## src/rtl/player_btn_conditioner_pkg.sv

```systemverilog
// Shared definitions for the player button conditioner: button indices,
// repeat-FSM state encoding and a counter-width helper.
package player_btn_conditioner_pkg;

    localparam int unsigned BTN_UP    = 0;
    localparam int unsigned BTN_DOWN  = 1;
    localparam int unsigned BTN_LEFT  = 2;
    localparam int unsigned BTN_RIGHT = 3;
    localparam int unsigned NUM_BTNS  = BTN_RIGHT + 1;

    typedef enum logic [1:0] {
        ST_IDLE   = 2'd0,
        ST_HOLD   = 2'd1,
        ST_REPEAT = 2'd2
    } rpt_state_e;

    // Bits needed to count 0..n-1, never less than one.
    function automatic int unsigned cnt_width(input int unsigned n);
        return (n > 1) ? $clog2(n) : 1;
    endfunction

endpackage

```

## src/rtl/player_btn_conditioner_debounce.sv

```systemverilog
// One button lane: two-flop synchronizer followed by a stability counter
// that accepts a new level only after it has held for DEBOUNCE_CYCLES clocks.
module btn_debounce
    import player_btn_conditioner_pkg::*;
#(
    parameter int unsigned DEBOUNCE_CYCLES = 1_000_000
) (
    input  logic clk,
    input  logic rst,
    input  logic raw,
    output logic stable
);

    localparam int unsigned CW = cnt_width(DEBOUNCE_CYCLES);

    logic          sync1_q, sync2_q;
    logic          stable_q, stable_d;
    logic [CW-1:0] cnt_q, cnt_d;

    always_comb begin
        cnt_d    = cnt_q;
        stable_d = stable_q;
        if (sync2_q == stable_q) begin
            cnt_d = '0;
        end else if (cnt_q == CW'(DEBOUNCE_CYCLES - 1)) begin
            stable_d = sync2_q;
            cnt_d    = '0;
        end else begin
            cnt_d = cnt_q + CW'(1);
        end
    end

    always_ff @(posedge clk or posedge rst) begin
        if (rst) begin
            sync1_q  <= 1'b0;
            sync2_q  <= 1'b0;
            stable_q <= 1'b0;
            cnt_q    <= '0;
        end else begin
            sync1_q  <= raw;
            sync2_q  <= sync1_q;
            stable_q <= stable_d;
            cnt_q    <= cnt_d;
        end
    end

    assign stable = stable_q;

endmodule

```

## src/rtl/player_btn_conditioner.sv

```systemverilog
// Debounces the four pad buttons and produces the btns snapshot plus the
// btnClk2 step strobe, with press-to-step and hold-to-repeat behaviour.
module player_btn_conditioner
    import player_btn_conditioner_pkg::*;
#(
    parameter int unsigned DEBOUNCE_CYCLES = 1_000_000,
    parameter int unsigned HOLD_CYCLES     = 30_000_000,
    parameter int unsigned REPEAT_CYCLES   = 10_000_000
) (
    input  logic                clk,
    input  logic                rst,
    input  logic [NUM_BTNS-1:0] btns_raw,
    output logic [NUM_BTNS-1:0] btns,
    output logic                btnClk2,
    output logic                held
);

    localparam int unsigned TMAX = (HOLD_CYCLES > REPEAT_CYCLES) ? HOLD_CYCLES : REPEAT_CYCLES;
    localparam int unsigned TW   = cnt_width(TMAX);

    logic [NUM_BTNS-1:0] db;
    logic                pressed, blocked, step_req;
    rpt_state_e          state_q, state_d;
    logic [TW-1:0]       timer_q, timer_d;
    logic [NUM_BTNS-1:0] btns_q, btns_d;
    logic                step_q, btn_clk2_q, held_q, held_d;

    for (genvar i = 0; i < NUM_BTNS; i++) begin : g_db
        btn_debounce #(.DEBOUNCE_CYCLES(DEBOUNCE_CYCLES)) u_db (
            .clk    (clk),
            .rst    (rst),
            .raw    (btns_raw[i]),
            .stable (db[i])
        );
    end

    assign pressed = |db;
    // The cycle after a step is reserved so btnClk2 can never be high twice in a row
    // and btns stays put across the strobe's rising edge.
    assign blocked = step_q;

    always_comb begin
        state_d  = state_q;
        timer_d  = timer_q;
        btns_d   = btns_q;
        step_req = 1'b0;
        case (state_q)
            ST_IDLE: begin
                if (!blocked) begin
                    if (pressed) begin
                        step_req = 1'b1;
                        state_d  = ST_HOLD;
                    end else begin
                        btns_d = '0;
                    end
                end
            end
            ST_HOLD, ST_REPEAT: begin
                if (!pressed) begin
                    state_d = ST_IDLE;
                    if (!blocked) btns_d = '0;
                end else if (db != btns_q && !blocked) begin
                    step_req = 1'b1;
                    state_d  = ST_HOLD;
                end else if (timer_q == ((state_q == ST_HOLD) ? TW'(HOLD_CYCLES - 1)
                                                                : TW'(REPEAT_CYCLES - 1))) begin
                    step_req = 1'b1;
                    state_d  = ST_REPEAT;
                end else begin
                    timer_d = timer_q + TW'(1);
                end
            end
            default: begin
                state_d = ST_IDLE;
            end
        endcase
        if (step_req) begin
            btns_d  = db;
            timer_d = '0;
        end
        held_d = (state_d != ST_IDLE);
    end

    always_ff @(posedge clk or posedge rst) begin
        if (rst) begin
            state_q    <= ST_IDLE;
            timer_q    <= '0;
            btns_q     <= '0;
            step_q     <= 1'b0;
            btn_clk2_q <= 1'b0;
            held_q     <= 1'b0;
        end else begin
            state_q    <= state_d;
            timer_q    <= timer_d;
            btns_q     <= btns_d;
            step_q     <= step_req;
            btn_clk2_q <= step_q;
            held_q     <= held_d;
        end
    end

    assign btns    = btns_q;
    assign btnClk2 = btn_clk2_q;
    assign held    = held_q;

endmodule
```

## config.mk

```make
export PLATFORM = sky130hd
export DESIGN_NAME = player_btn_conditioner
export DESIGN_NICKNAME = d
export VERILOG_FILES = /design/src/rtl/player_btn_conditioner_pkg.sv /design/src/rtl/player_btn_conditioner_debounce.sv /design/src/rtl/player_btn_conditioner.sv
export SDC_FILE = /design/constraint.sdc
export NUM_CORES = 1
export LEC_CHECK = 0
export BUFFER_PORTS_ARGS = -buffer_cell sky130_fd_sc_hd__buf_2
export CAP_MARGIN = 30
export CORE_MARGIN = 4
export CORE_UTILIZATION = 65
export CTS_CLUSTER_DIAMETER = 150
export DETAILED_ROUTE_END_ITERATION = 10
export GPL_ROUTABILITY_DRIVEN = 0
export PLACE_DENSITY_LB_ADDON = 0.2
export SYNTH_ARGS = -nofsm -noshare
export SYNTH_HDL_FRONTEND = slang
export SYNTH_HIERARCHICAL = 1
export SYNTH_SLANG_ARGS = --single-unit
```

## constraint.sdc

```tcl
create_clock -name clk -period 4.1 [get_ports clk]
set_input_delay 0.205 -clock clk [delete_from_list [all_inputs] [get_ports clk]]
set_output_delay 0.205 -clock clk [all_outputs]
set_load 0.05 [all_outputs]
```

==> out/qor.csv <==
metric,value,unit
yosys.area.top_type,dfrtp_1,
ys.flop_type,dfrtp_1,
switching_share,20.1,%
synth_cell_type_count,54,
cts_tree,yes,
initial_utilization,66.6,%
synth-seq-cells,126,
layout.nets,681,
hold_violations,0,
cts-root-buf,clkbuf_8,
slowest_stage,nor4_4,
yosys.area.top_type_share,48.7,%
peakVddDrop,288,uV
crit_chain,inv_1 > ha_1 > nand4b_1 > a22o_1 > nor4_4 > o21a_4 > mux2i_1,
cp_top_family,simple AND/OR/NAND/NOR gates,
cp_slowest_stage_delay,0.74,ns
io_buffer_count,11,
row_count,36,
layout-drive-gt1-share,10.9,%
max_freq,374,MHz
first_pass_iters,5,
die_area,0.0116,mm^2
syn_inst,643,
seq_area,0.00315,mm^2
synth_commonest_cells,"dfrtp_1 (126), nor2_1 (84), xnor2_1 (53), nand2_1 (37), inv_1 (32)",
p_clk_share,54.1,%
cp-end-kind,flip-flop,
antenna_found_initial,0,
yosysSeqAreaShare,48.7,%
cts_max_path_buffers,2,
grt_pass1_wl,22400,um
remaining_drc_errors,0,
grt-ovfl-total,0,
p_per_area,398,mW/mm^2
core-area,0.00973,mm^2
pin_count,12,
synthAdderAreaFrac,1.54,%
drt-total-wl,12700,um
die_w,108,um
synthTopCellsByArea,"dfrtp_1 (49%), xnor2_1 (7.2%), nor2_1 (4.9%)",
synth_compound_area_share,7.05,%
crit_fanout,30,
min_period,2.67,ns
setup_violations,0,
cap_violations,0,
fin_crit_sh,65.1,%
cts_max_level,4,
die_y,108,um
cts_sinks,126,
timing.slew.headroom,32.9,%
synth_nets,657,
p_leak,2.96,nW
via_count,4820,
wl_per_cell,15.6,um
place_ws,1.44,ns
post_cts_buffers,0,
clock_latency,0.52,ns
cts.clk_slew.worst_paths,0.06,ns
grt_pass1_vias,4804,
synthArstFlopShare,100,%
synth_most_common_cell,dfrtp_1,
cts_made_buffers,17,
syn_area,0.00648,mm^2
path_buf_inv,1,
internal_power,2.32,mW
worstSetupPathType,flip-flop to flip-flop,
yosysWarnings,6,
syn_avg_cell_area,10.1,um^2
synth-xor-area-share,9.87,%
synth_top_family_by_area,simple AND/OR/NAND/NOR gates,
post-dp-hpwl,8210,um
finalMaxSlewViolations,0,
finClkSkew,0.00814,ns
required,4.53,ns
via_per_inst,5.94,
crit_path_start_kind,flip-flop,
n_fill_cell,706,
status,finished clean,
hold_class,input pin to flip-flop,
antenna_left,0,
tns,0,ns
worst_pin_slew,0.993,ns
area_growth,12.7,%
power_frac_comb,2.2,%
diodes,0,
drt_iter0_markers,208,
synth_edf_count,0,
sequentialPowerShare,43.7,%
multiInputGateArea,0.00312,mm^2
muxShareOfSynthArea,2.55,%
rsz0062_at_grt,no,
grt_max_degree,35,
setup_slack,1.43,ns
p_sw,585,uW
grtUsageTotal,24.1,%
synth_simple_gate_area_share,27.2,%
post_cts_resized,0,
cp.arrival,3.10,ns
worst reg2reg max path, delay by kind of cell, from the launching register on:
family / cells / cell delay (ns)
AND/OR/NAND/NOR: 2 / 0.89
buffers and inverters: 1 / 0.10
adder cells (fa/ha/maj): 1 / 0.24
multiplexers: 1 / 0.25
flip-flops: 1 / 0.39
AO/OA/AOI/OAI: 2 / 0.73
repair_timing:
item / 4_1_cts / 5_1_grt
setup endpoints to repair: 0 / 0
hold endpoints to repair: 130 / 0
hold buffers: 5 / 0
per-layer routing:
metal | global-route usage, % | wire [um] | share of wire (%) | vias up
li1 | - | - | - | 2352
met1 | 30.8 | 5530 | 44 | 2375
met2 | 40.6 | 6600 | 52 | 82
met3 | 5.16 | 420 | 3.3 | 11
met4 | 8.03 | 130 | 1.0 | 0
met5 | 0 | 0 | 0 | -
area by class of cell:
cell class,count,share of cell area (%)
clock buffers,22,6.48
clock inverters,9,2.16
inverters,32,1.64
multi-input cells,473,42.7
flip-flops and latches,126,43.2
well taps,133,2.28
repair buffers,17,1.54
placed cells by master, fill, tap and decap left out, types with 4 or more instances in the layout:
cell type	synthesis	layout
dfrtp_1	126	126
dlygate4sd3_1	0	5
ha_1	8	8
mux2_2	4	4
xnor2_1	53	53
and3_1	4	4
and2_1	5	5
a21oi_2	5	5
nor4_1	19	19
a21oi_1	27	27
clkbuf_8	0	5
nand4_1	21	21
nor2_1	84	84
nor3_1	23	23
and4_1	12	12
nor4b_1	11	11
nand4_2	4	4
or4_1	12	12
or3_1	20	20
o21ai_2	4	4
buf_2	7	11
bufinv_16	0	4
o21ai_0	20	20
mux2i_1	12	12
nand3_1	29	29
o31ai_1	8	8
clkbuf_16	0	16
nand2_1	37	37
xor2_1	20	20
nand4_4	4	4
inv_1	32	32
nor4_2	4	4
cells by family (layout without fill, tap and decap cells):
family          count (synthesis)  count (layout)
compound gates                 73              73
buf+inv                        44              80
flops                         126             126
simple gates                  303             303
fa+ha+maj                       8               8
xor+xnor                       73              73
mux                            16              16
worst paths after layout:
| kind | slack (ns) | from | to | cells past startpoint |
|---|---|---|---|---|
| min reg2reg | 0.35 | g_db[1].u_db/sync1_q$_DFF_PP0_ | g_db[1].u_db/sync2_q$_DFF_PP0_ | 0 |
| min in group asynchronous | 0.39 | rst | btns[0]$_DFFE_PP0P_ | 4 |
| max reg2reg | 1.43 | state_q[1]$_DFF_PP0_ | btns[0]$_DFFE_PP0P_ | 7 |
| max | 1.43 | state_q[1]$_DFF_PP0_ | btns[0]$_DFFE_PP0P_ | 7 |
| min | 0.33 | btns_raw[0] | g_db[0].u_db/sync1_q$_DFF_PP0_ | 2 |
| max in group asynchronous | 3.06 | rst | g_db[2].u_db/cnt_q[17]$_DFF_PP0_ | 3 |
metrics by stage:
step | power [mW] | util [%] | cells | hold slack (ns) | instance area (um^2)
final | 2.91 | 75.1 | 812 | 0.328 | 7300
after CTS | 2.93 | 75.1 | 812 | 0.308 | 7300
after global routing | 3.01 | 75.1 | 812 | 0.324 | 7300
after detailed placement | 1.35 | 68.1 | 776 | 0.316 | 6620
after floorplan | 1.34 | - | 643 | 0.207 | 6480
after global placement | 1.35 | 68.1 | 776 | 0.314 | 6620
registers in the layout, summed over array words and instances (netlist names):
signal / count
g_db.u_db/sync1_q: 4
blocked: 1
timer_q: 25
g_db.u_db/cnt_q: 80
btns: 4
held: 1
btnClk2: 1
g_db.u_db/sync2_q: 4
g_db.u_db/stable: 4
state_q: 2
power groups by stage:
stage                     clock (mW)  combinational [mW]  sequential [mW]
final                           1.57              0.0637             1.27
after global placement             0              0.0594             1.29
after global routing            1.66              0.0755             1.27
after floorplan                    0              0.0459             1.29
after detailed placement           0              0.0617             1.29
after CTS                       1.60              0.0657             1.27
Note: power is estimated with default switching activity, not from simulation.
